[src/rtl/coin_acceptor_if.sv]
// coin_acceptor_if
// Groups the coin-validator signals exchanged between the slot sensor /
// vending controller side (master) and the coin_acceptor (slave).
//
// Signals:
//   coin_sense  master->slave  raw asynchronous beam-blocked level (1 = coin)
//   accept_en   master->slave  vending FSM can take credit
//   rs5         slave->master  one-cycle 5-coin token
//   rs10        slave->master  one-cycle 10-coin token
//   reject      slave->master  one-cycle reject-gate pulse
//   jam         slave->master  level, high while a jam is active
//   coin_cnt    slave->master  saturating token count   (COIN_ACCEPTOR_STATS_EN)
//   reject_cnt  slave->master  saturating reject count  (COIN_ACCEPTOR_STATS_EN)
//
// Optional feature macro: COIN_ACCEPTOR_STATS_EN
interface coin_acceptor_if;
    logic       coin_sense;
    logic       accept_en;
    logic       rs5;
    logic       rs10;
    logic       reject;
    logic       jam;
`ifdef COIN_ACCEPTOR_STATS_EN
    logic [7:0] coin_cnt;
    logic [7:0] reject_cnt;
`endif

    modport master (
        output coin_sense,
        output accept_en,
`ifdef COIN_ACCEPTOR_STATS_EN
        input  coin_cnt,
        input  reject_cnt,
`endif
        input  rs5,
        input  rs10,
        input  reject,
        input  jam
    );

    modport slave (
        input  coin_sense,
        input  accept_en,
`ifdef COIN_ACCEPTOR_STATS_EN
        output coin_cnt,
        output reject_cnt,
`endif
        output rs5,
        output rs10,
        output reject,
        output jam
    );
endinterface

[src/rtl/coin_acceptor.sv]
// coin_acceptor
// Coin-validator front end. Synchronises and debounces the raw optical
// coin sensor, measures how many cycles each coin blocks the beam, and
// classifies it into a one-cycle rs5 / rs10 token or a reject pulse.
// Coins that block the beam for TIMEOUT cycles are declared jammed.
//
// Ports:
//   clk      input   single clock, rising edge
//   reset_n  input   asynchronous active-low reset
//   bus      slave modport of coin_acceptor_if
//            (coin_sense, accept_en in; rs5, rs10, reject, jam out;
//             coin_cnt, reject_cnt out when COIN_ACCEPTOR_STATS_EN)
//
// Optional feature macro: COIN_ACCEPTOR_STATS_EN adds saturating 8-bit
// token and reject counters.
//
// Legal configuration: W5_MAX < W10_MIN, W10_MAX < TIMEOUT,
// TIMEOUT < 2**CNT_W.
module coin_acceptor #(
    parameter int DEB_CYCLES = 3,
    parameter int W5_MIN     = 20,
    parameter int W5_MAX     = 40,
    parameter int W10_MIN    = 60,
    parameter int W10_MAX    = 90,
    parameter int TIMEOUT    = 255,
    parameter int GAP_CYCLES = 10,
    parameter int CNT_W      = 8
) (
    input  logic           clk,
    input  logic           reset_n,
    coin_acceptor_if.slave bus
);

    // Debounce and gap counters only need to reach (N-1).
    localparam int DEB_W = (DEB_CYCLES > 1) ? $clog2(DEB_CYCLES) : 1;
    localparam int GAP_W = (GAP_CYCLES > 1) ? $clog2(GAP_CYCLES) : 1;

    localparam logic [DEB_W-1:0] DEB_LAST = DEB_W'(DEB_CYCLES - 1);
    localparam logic [GAP_W-1:0] GAP_LAST = GAP_W'(GAP_CYCLES - 1);
    localparam logic [CNT_W-1:0] TO_LAST  = CNT_W'(TIMEOUT - 1);

    typedef enum logic [2:0] {
        ST_GAP      = 3'd0,
        ST_IDLE     = 3'd1,
        ST_MEASURE  = 3'd2,
        ST_CLASSIFY = 3'd3,
        ST_JAM      = 3'd4
    } state_t;

    logic             sync1_r;
    logic             sync_r;
    logic             filt_r;
    logic [DEB_W-1:0] deb_cnt_r;

    state_t           state_r;
    state_t           state_s;
    logic [CNT_W-1:0] width_r;
    logic [CNT_W-1:0] width_s;
    logic [GAP_W-1:0] gap_r;
    logic [GAP_W-1:0] gap_s;

    logic             rs5_r;
    logic             rs5_s;
    logic             rs10_r;
    logic             rs10_s;
    logic             reject_r;
    logic             reject_s;
    logic             jam_r;
    logic             jam_s;

    logic             in_w5_s;
    logic             in_w10_s;

    // Two-flop synchroniser followed by the stability-count debounce filter.
    // Rising and falling transitions take the same path, so the filtered
    // pulse has exactly the raw width for clean pulses.
    always_ff @(posedge clk or negedge reset_n) begin
        if (!reset_n) begin
            sync1_r   <= 1'b0;
            sync_r    <= 1'b0;
            filt_r    <= 1'b0;
            deb_cnt_r <= DEB_W'(0);
        end else begin
            sync1_r <= bus.coin_sense;
            sync_r  <= sync1_r;
            if (sync_r != filt_r) begin
                if (deb_cnt_r == DEB_LAST) begin
                    filt_r    <= sync_r;
                    deb_cnt_r <= DEB_W'(0);
                end else begin
                    deb_cnt_r <= deb_cnt_r + DEB_W'(1);
                end
            end else begin
                deb_cnt_r <= DEB_W'(0);
            end
        end
    end

    // Width window decode on the measured width.
    always_comb begin
        in_w5_s  = (width_r >= CNT_W'(W5_MIN))  && (width_r <= CNT_W'(W5_MAX));
        in_w10_s = (width_r >= CNT_W'(W10_MIN)) && (width_r <= CNT_W'(W10_MAX));
    end

    // Next-state, counter and next-output logic of the coin FSM.
    always_comb begin
        state_s  = state_r;
        width_s  = width_r;
        gap_s    = gap_r;
        rs5_s    = 1'b0;
        rs10_s   = 1'b0;
        reject_s = 1'b0;
        jam_s    = jam_r;
        case (state_r)
            ST_GAP: begin
                if (filt_r) begin
                    gap_s = GAP_W'(0);
                end else if (gap_r == GAP_LAST) begin
                    gap_s   = GAP_W'(0);
                    state_s = ST_IDLE;
                end else begin
                    gap_s = gap_r + GAP_W'(1);
                end
            end
            ST_IDLE: begin
                if (filt_r) begin
                    width_s = CNT_W'(1);
                    state_s = ST_MEASURE;
                end else begin
                    width_s = CNT_W'(0);
                end
            end
            ST_MEASURE: begin
                if (filt_r) begin
                    // Capping at TIMEOUT is what keeps the counter from wrapping.
                    if (width_r == TO_LAST) begin
                        width_s  = CNT_W'(TIMEOUT);
                        state_s  = ST_JAM;
                        reject_s = 1'b1;
                        jam_s    = 1'b1;
                    end else begin
                        width_s = width_r + CNT_W'(1);
                    end
                end else begin
                    state_s = ST_CLASSIFY;
                end
            end
            ST_CLASSIFY: begin
                // accept_en only matters in this single cycle.
                state_s = ST_GAP;
                gap_s   = GAP_W'(0);
                if (bus.accept_en && in_w5_s) begin
                    rs5_s = 1'b1;
                end else if (bus.accept_en && in_w10_s) begin
                    rs10_s = 1'b1;
                end else begin
                    reject_s = 1'b1;
                end
            end
            ST_JAM: begin
                if (!filt_r) begin
                    jam_s   = 1'b0;
                    state_s = ST_GAP;
                    gap_s   = GAP_W'(0);
                end else begin
                    jam_s = 1'b1;
                end
            end
            default: begin
                state_s = ST_GAP;
                width_s = CNT_W'(0);
                gap_s   = GAP_W'(0);
                jam_s   = 1'b0;
            end
        endcase
    end

    // FSM state, counters and registered outputs.
    always_ff @(posedge clk or negedge reset_n) begin
        if (!reset_n) begin
            state_r  <= ST_GAP;
            width_r  <= CNT_W'(0);
            gap_r    <= GAP_W'(0);
            rs5_r    <= 1'b0;
            rs10_r   <= 1'b0;
            reject_r <= 1'b0;
            jam_r    <= 1'b0;
        end else begin
            state_r  <= state_s;
            width_r  <= width_s;
            gap_r    <= gap_s;
            rs5_r    <= rs5_s;
            rs10_r   <= rs10_s;
            reject_r <= reject_s;
            jam_r    <= jam_s;
        end
    end

    assign bus.rs5    = rs5_r;
    assign bus.rs10   = rs10_r;
    assign bus.reject = reject_r;
    assign bus.jam    = jam_r;

`ifdef COIN_ACCEPTOR_STATS_EN
    logic [7:0] coin_cnt_r;
    logic [7:0] reject_cnt_r;

    // Saturating tallies of issued tokens and reject pulses (jams included).
    always_ff @(posedge clk or negedge reset_n) begin
        if (!reset_n) begin
            coin_cnt_r   <= 8'd0;
            reject_cnt_r <= 8'd0;
        end else begin
            if ((rs5_r || rs10_r) && (coin_cnt_r != 8'hFF)) begin
                coin_cnt_r <= coin_cnt_r + 8'd1;
            end else begin
                coin_cnt_r <= coin_cnt_r;
            end
            if (reject_r && (reject_cnt_r != 8'hFF)) begin
                reject_cnt_r <= reject_cnt_r + 8'd1;
            end else begin
                reject_cnt_r <= reject_cnt_r;
            end
        end
    end

    assign bus.coin_cnt   = coin_cnt_r;
    assign bus.reject_cnt = reject_cnt_r;
`endif

endmodule

[src/flat_wrapper.sv]
// flat-port wrapper written by rule: the top's interface ports become plain ports
module coin_acceptor_flat 
#(
    parameter int DEB_CYCLES = 3,
    parameter int W5_MIN     = 20,
    parameter int W5_MAX     = 40,
    parameter int W10_MIN    = 60,
    parameter int W10_MAX    = 90,
    parameter int TIMEOUT    = 255,
    parameter int GAP_CYCLES = 10,
    parameter int CNT_W      = 8
)
  (clk, reset_n, bus_coin_sense, bus_accept_en, bus_rs5, bus_rs10, bus_reject, bus_jam);
  coin_acceptor_if bus_i ();
  input  logic clk;
  input  logic reset_n;
  input wire logic [$bits(bus_i.coin_sense)-1:0] bus_coin_sense;
  input wire logic [$bits(bus_i.accept_en)-1:0] bus_accept_en;
  output wire logic [$bits(bus_i.rs5)-1:0] bus_rs5;
  output wire logic [$bits(bus_i.rs10)-1:0] bus_rs10;
  output wire logic [$bits(bus_i.reject)-1:0] bus_reject;
  output wire logic [$bits(bus_i.jam)-1:0] bus_jam;
  assign bus_i.coin_sense = bus_coin_sense;
  assign bus_i.accept_en = bus_accept_en;
  assign bus_rs5 = bus_i.rs5;
  assign bus_rs10 = bus_i.rs10;
  assign bus_reject = bus_i.reject;
  assign bus_jam = bus_i.jam;
  coin_acceptor #(.DEB_CYCLES(DEB_CYCLES), .W5_MIN(W5_MIN), .W5_MAX(W5_MAX), .W10_MIN(W10_MIN), .W10_MAX(W10_MAX), .TIMEOUT(TIMEOUT), .GAP_CYCLES(GAP_CYCLES), .CNT_W(CNT_W)) u_core (.clk(clk), .reset_n(reset_n), .bus(bus_i));
endmodule
[config.mk]
export PLATFORM = sky130hd
export DESIGN_NAME = coin_acceptor_flat
export DESIGN_NICKNAME = d
export VERILOG_FILES = /design/src/rtl/coin_acceptor_if.sv /design/src/rtl/coin_acceptor.sv /design/src/flat_wrapper.sv
export SDC_FILE = /design/constraint.sdc
export NUM_CORES = 1
export LEC_CHECK = 0
export CAP_MARGIN = 0
export CORE_ASPECT_RATIO = 1.25
export CORE_MARGIN = 8
export CORE_UTILIZATION = 62
export DETAILED_ROUTE_END_ITERATION = 10
export PLACE_DENSITY_LB_ADDON = 0.15
export REMOVE_ABC_BUFFERS = 1
export SLEW_MARGIN = 5
export SYNTH_ARGS = -nofsm -noshare
export SYNTH_HDL_FRONTEND = slang
export SYNTH_SLANG_ARGS = --single-unit
export TNS_END_PERCENT = 5
[constraint.sdc]
create_clock -name clk -period 2.64 [get_ports clk]
set_input_delay 0.264 -clock clk [delete_from_list [all_inputs] [get_ports clk]]
set_output_delay 0.264 -clock clk [all_outputs]
set_load 0.05 [all_outputs]
==> metrics.md <==
| Metric | Value |
|---|---|
| Status | finished, final reports clean |
| Number of flops mapped to enable cells by yosys | 0 |
| Drt first pass iters | 4 |
| Global-route wire length before repair | 4320 um |
| FMAX | around 580 MHz |
| Fin nets | between 150 and 200 |
| Final hold vios | 0 |
| Gr ovfl total | 0 |
| Met2 Track Usage GR | 0.260 |
| Drt total wl | about 2500 um |
| Row count | 18 |
| Die extent in y | between 60 and 70 um |
| Vias in the first global route | 996 |
| Ys async rst share | 1.00 |
| Crit path max-delay family | buffers and inverters |
| Final setup viols | 0 |
| Yosys warning total | 0 |
| Chip width | around 57 um |
| Mapped cell area | roughly 0.0013 sq mm |
| Grt met1 use | 0.147 |
| Int Pwr | approximately 670 uW |
| Setup TNS | 0 ps |
| Hold buffers post-CTS | 0 |
| Core area | approximately 0.0020 sq mm |
| Critical path endpoint category | primary output |
| Sequential share of the synthesized area | 0.466 |
| Top Usage Layer GRT | met2 |
| Vias/cell | 6.49 |
| Clock sinks | 24 |
| Total GRT Usage | 0.139 |
| Antenna-violating nets left | 0 |
| Max VDD drop | approximately 0.53 mV |
| H-tree depth | 1 |
| Drt first-iter violations | 28 |
| Clock Tree Buf Depth | 2 |
| # diodes | 0 |
| Kind of critical path | reg -> out |
| Post-CTS setup buffers | 0 |
| Combinational power share | 0.371 |
| Number of distinct library cells after synthesis | 42 |
| Leakage | roughly 0.0006 uW |
| Fraction of post-synthesis cell area in the top cell type by area | 0.466 |
| CP Buf/Inv Count | 1 |
| PortBufs | 7 |
| Die Area | 0.00380 sq mm |
| Final Max Slew Viols | 0 |
| Clock power frac | 0.136 |
| CP Launch Type | flop |
| Final setup skew | about 3.1 ps |
| Routed WL per cell | around 15 um |
| Yosys top cell by area | dfrtp_1 |
| Slowest Stage Delay on Critical Path | around 800 ps |
| Crit path max fanout | 2 |
| R2R cell count | 5 |
| WP data required | approximately 2400 ps |
| Dpl ws | between 900 and 1000 ps |
| Crit. path cell count | 1 |
| Most frequent cells in the layout | dfrtp_1 (24), nor2_1 (13), o21ai_0 (13) |
| Fin crit share | 0.653 |
| Worst-Skew Late Latency | ~300 ps |
| Prevailing post-synth register cell | dfrtp_1 |
| Worst hold path type | in -> async |
| Mapped Cells | 136 |
| I/O pin cnt | 8 |
| Worst-path cell chain | clkdlybuf4s50_1 |
| Critical Path Slowest Stage Cell | clkdlybuf4s50_1 |
| Avg Inst Size Synth | between 9 and 10 sq um |
| Setup ws final | roughly 920 ps |
| Worst-path clk slew | around 110 ps |
| Net Sw Power | between 400 and 500 uW |
| Commonest non-fill, non-tap cell in the layout | dfrtp_1 |
| Synth Register Bits | 24 |
| Arr. time, crit path | between 1000 and 1500 ps |
| Synth-to-layout area growth | 8.16% |
| Sw Share | 0.393 |
| Slew HR | 0.665 |
| Initial core utilization | 0.650 |
| Pwr/cell area | 789 mW/mm^2 |
| Global placement routability congestion | 0.826 |
| Fin util | 0.703 |
| Largest cells by area after synthesis | dfrtp_1 (47%), o21ai_0 (5.1%), ha_1 (4.9%) |
| Largest net degree at the start of global routing | 25 |
| Root Buffer | clkbuf_4 |
| Post-layout minimum cycle time | approximately 1700 ps |
| Seq pwr share | 0.493 |
| CTS resizes | 0 |
| Pwr Total | between 1000 and 1500 uW |
| CTS tree | done |
| Max Cap Violations | 0 |
| RSZ-0062 raised after global routing | false |
| GR Util met3 | 0.0209 |
| Number of buffers created by CTS | 3 |
| Vias | between 1000 and 1500 |
| # DRC | 0 |
| Initial antenna violation count | 0 |
| Worst-margin pin slew | about 500 ps |
| Hpwl dp | around 1800 um |
| Layout cells sized above 1 | 0.0559 |
==> per-layer routing <==
| layer | part of all wire | vias to the layer above |
|---|---|---|
| met3 | 0.034 | 4 |
| met4 | 0.012 | 0 |
| met5 | 0 | - |
| met2 | 0.51 | 27 |
| met1 | 0.44 | 520 |
| li1 | - | 507 |
==> cells in the mapped netlist (2+ instances only) <==
cell	instances
nor2_1	13
o21ai_1	4
nand3_1	4
ha_1	5
inv_1	7
and3_1	3
nor3b_1	4
clkbuf_1	2
nor2b_1	4
nand2_1	11
a21oi_1	3
a22o_1	5
dfrtp_1	24
nand2b_1	4
a31oi_1	3
o21ai_0	13
mux2_2	2
==> final cells by class <==
cell class | instances | area, sq um
multi-input combinational | 101 | 641
sequential | 24 | 601
fill | 166 | 589
timing repair buffer | 8 | 77.6
inverter | 7 | 26.3
tap | 20 | 25.0
clock buffer | 3 | 22.5
==> sequential cells by signal, indices dropped and copies added (netlist names), 2 cells and up <==
register,flops
u_core.width_r,8
u_core.gap_r,4
u_core.state_r,3
u_core.deb_cnt_r,2
==> path summary, 6_finish.rpt <==
check	from	end	slack (ps)
max	u_core.bus.jam	bus_jam	920
min	reset_n	u_core.bus.rs5	310
max reg2reg	u_core.filt_r	u_core.width_r[2]	960
min reg2reg	u_core.sync1_r	u_core.sync_r	370
max in group asynchronous	reset_n	u_core.state_r[0]	2100
min in group clk	u_core.sync1_r	u_core.sync_r	370
==> metrics by stage <==
| step | instances | hold slack, ps | area, sq um |
|---|---|---|---|
| after floorplan | 132 | -31.6 | 1270 |
| after global placement | 160 | 347 | 1370 |
| after detailed placement | 160 | 338 | 1370 |
| after CTS | 163 | 310 | 1390 |
| after global routing | 163 | 333 | 1390 |
| final | 163 | 309 | 1390 |
==> power by group through the flow <==
stage / Combinational [uW] / Sequential [uW] / Clock [uW]
3_3_place_gp: 390 / 537 / 0
3_5_place_dp: 405 / 544 / 0
6_report: 408 / 541 / 149
4_1_cts: 407 / 537 / 158
2_1_floorplan: 321 / 521 / 0
5_1_grt: 464 / 553 / 165
==> cell families after synthesis <==
logic type	Yosys count	share of synthesized area
compound gates	39	0.194
xor+xnor	1	0.00680
fa+ha+maj	5	0.0486
buf+inv	11	0.0360
flops	24	0.466
mux	3	0.0253
simple gates	53	0.223
Power figures use the tool's default switching activity.
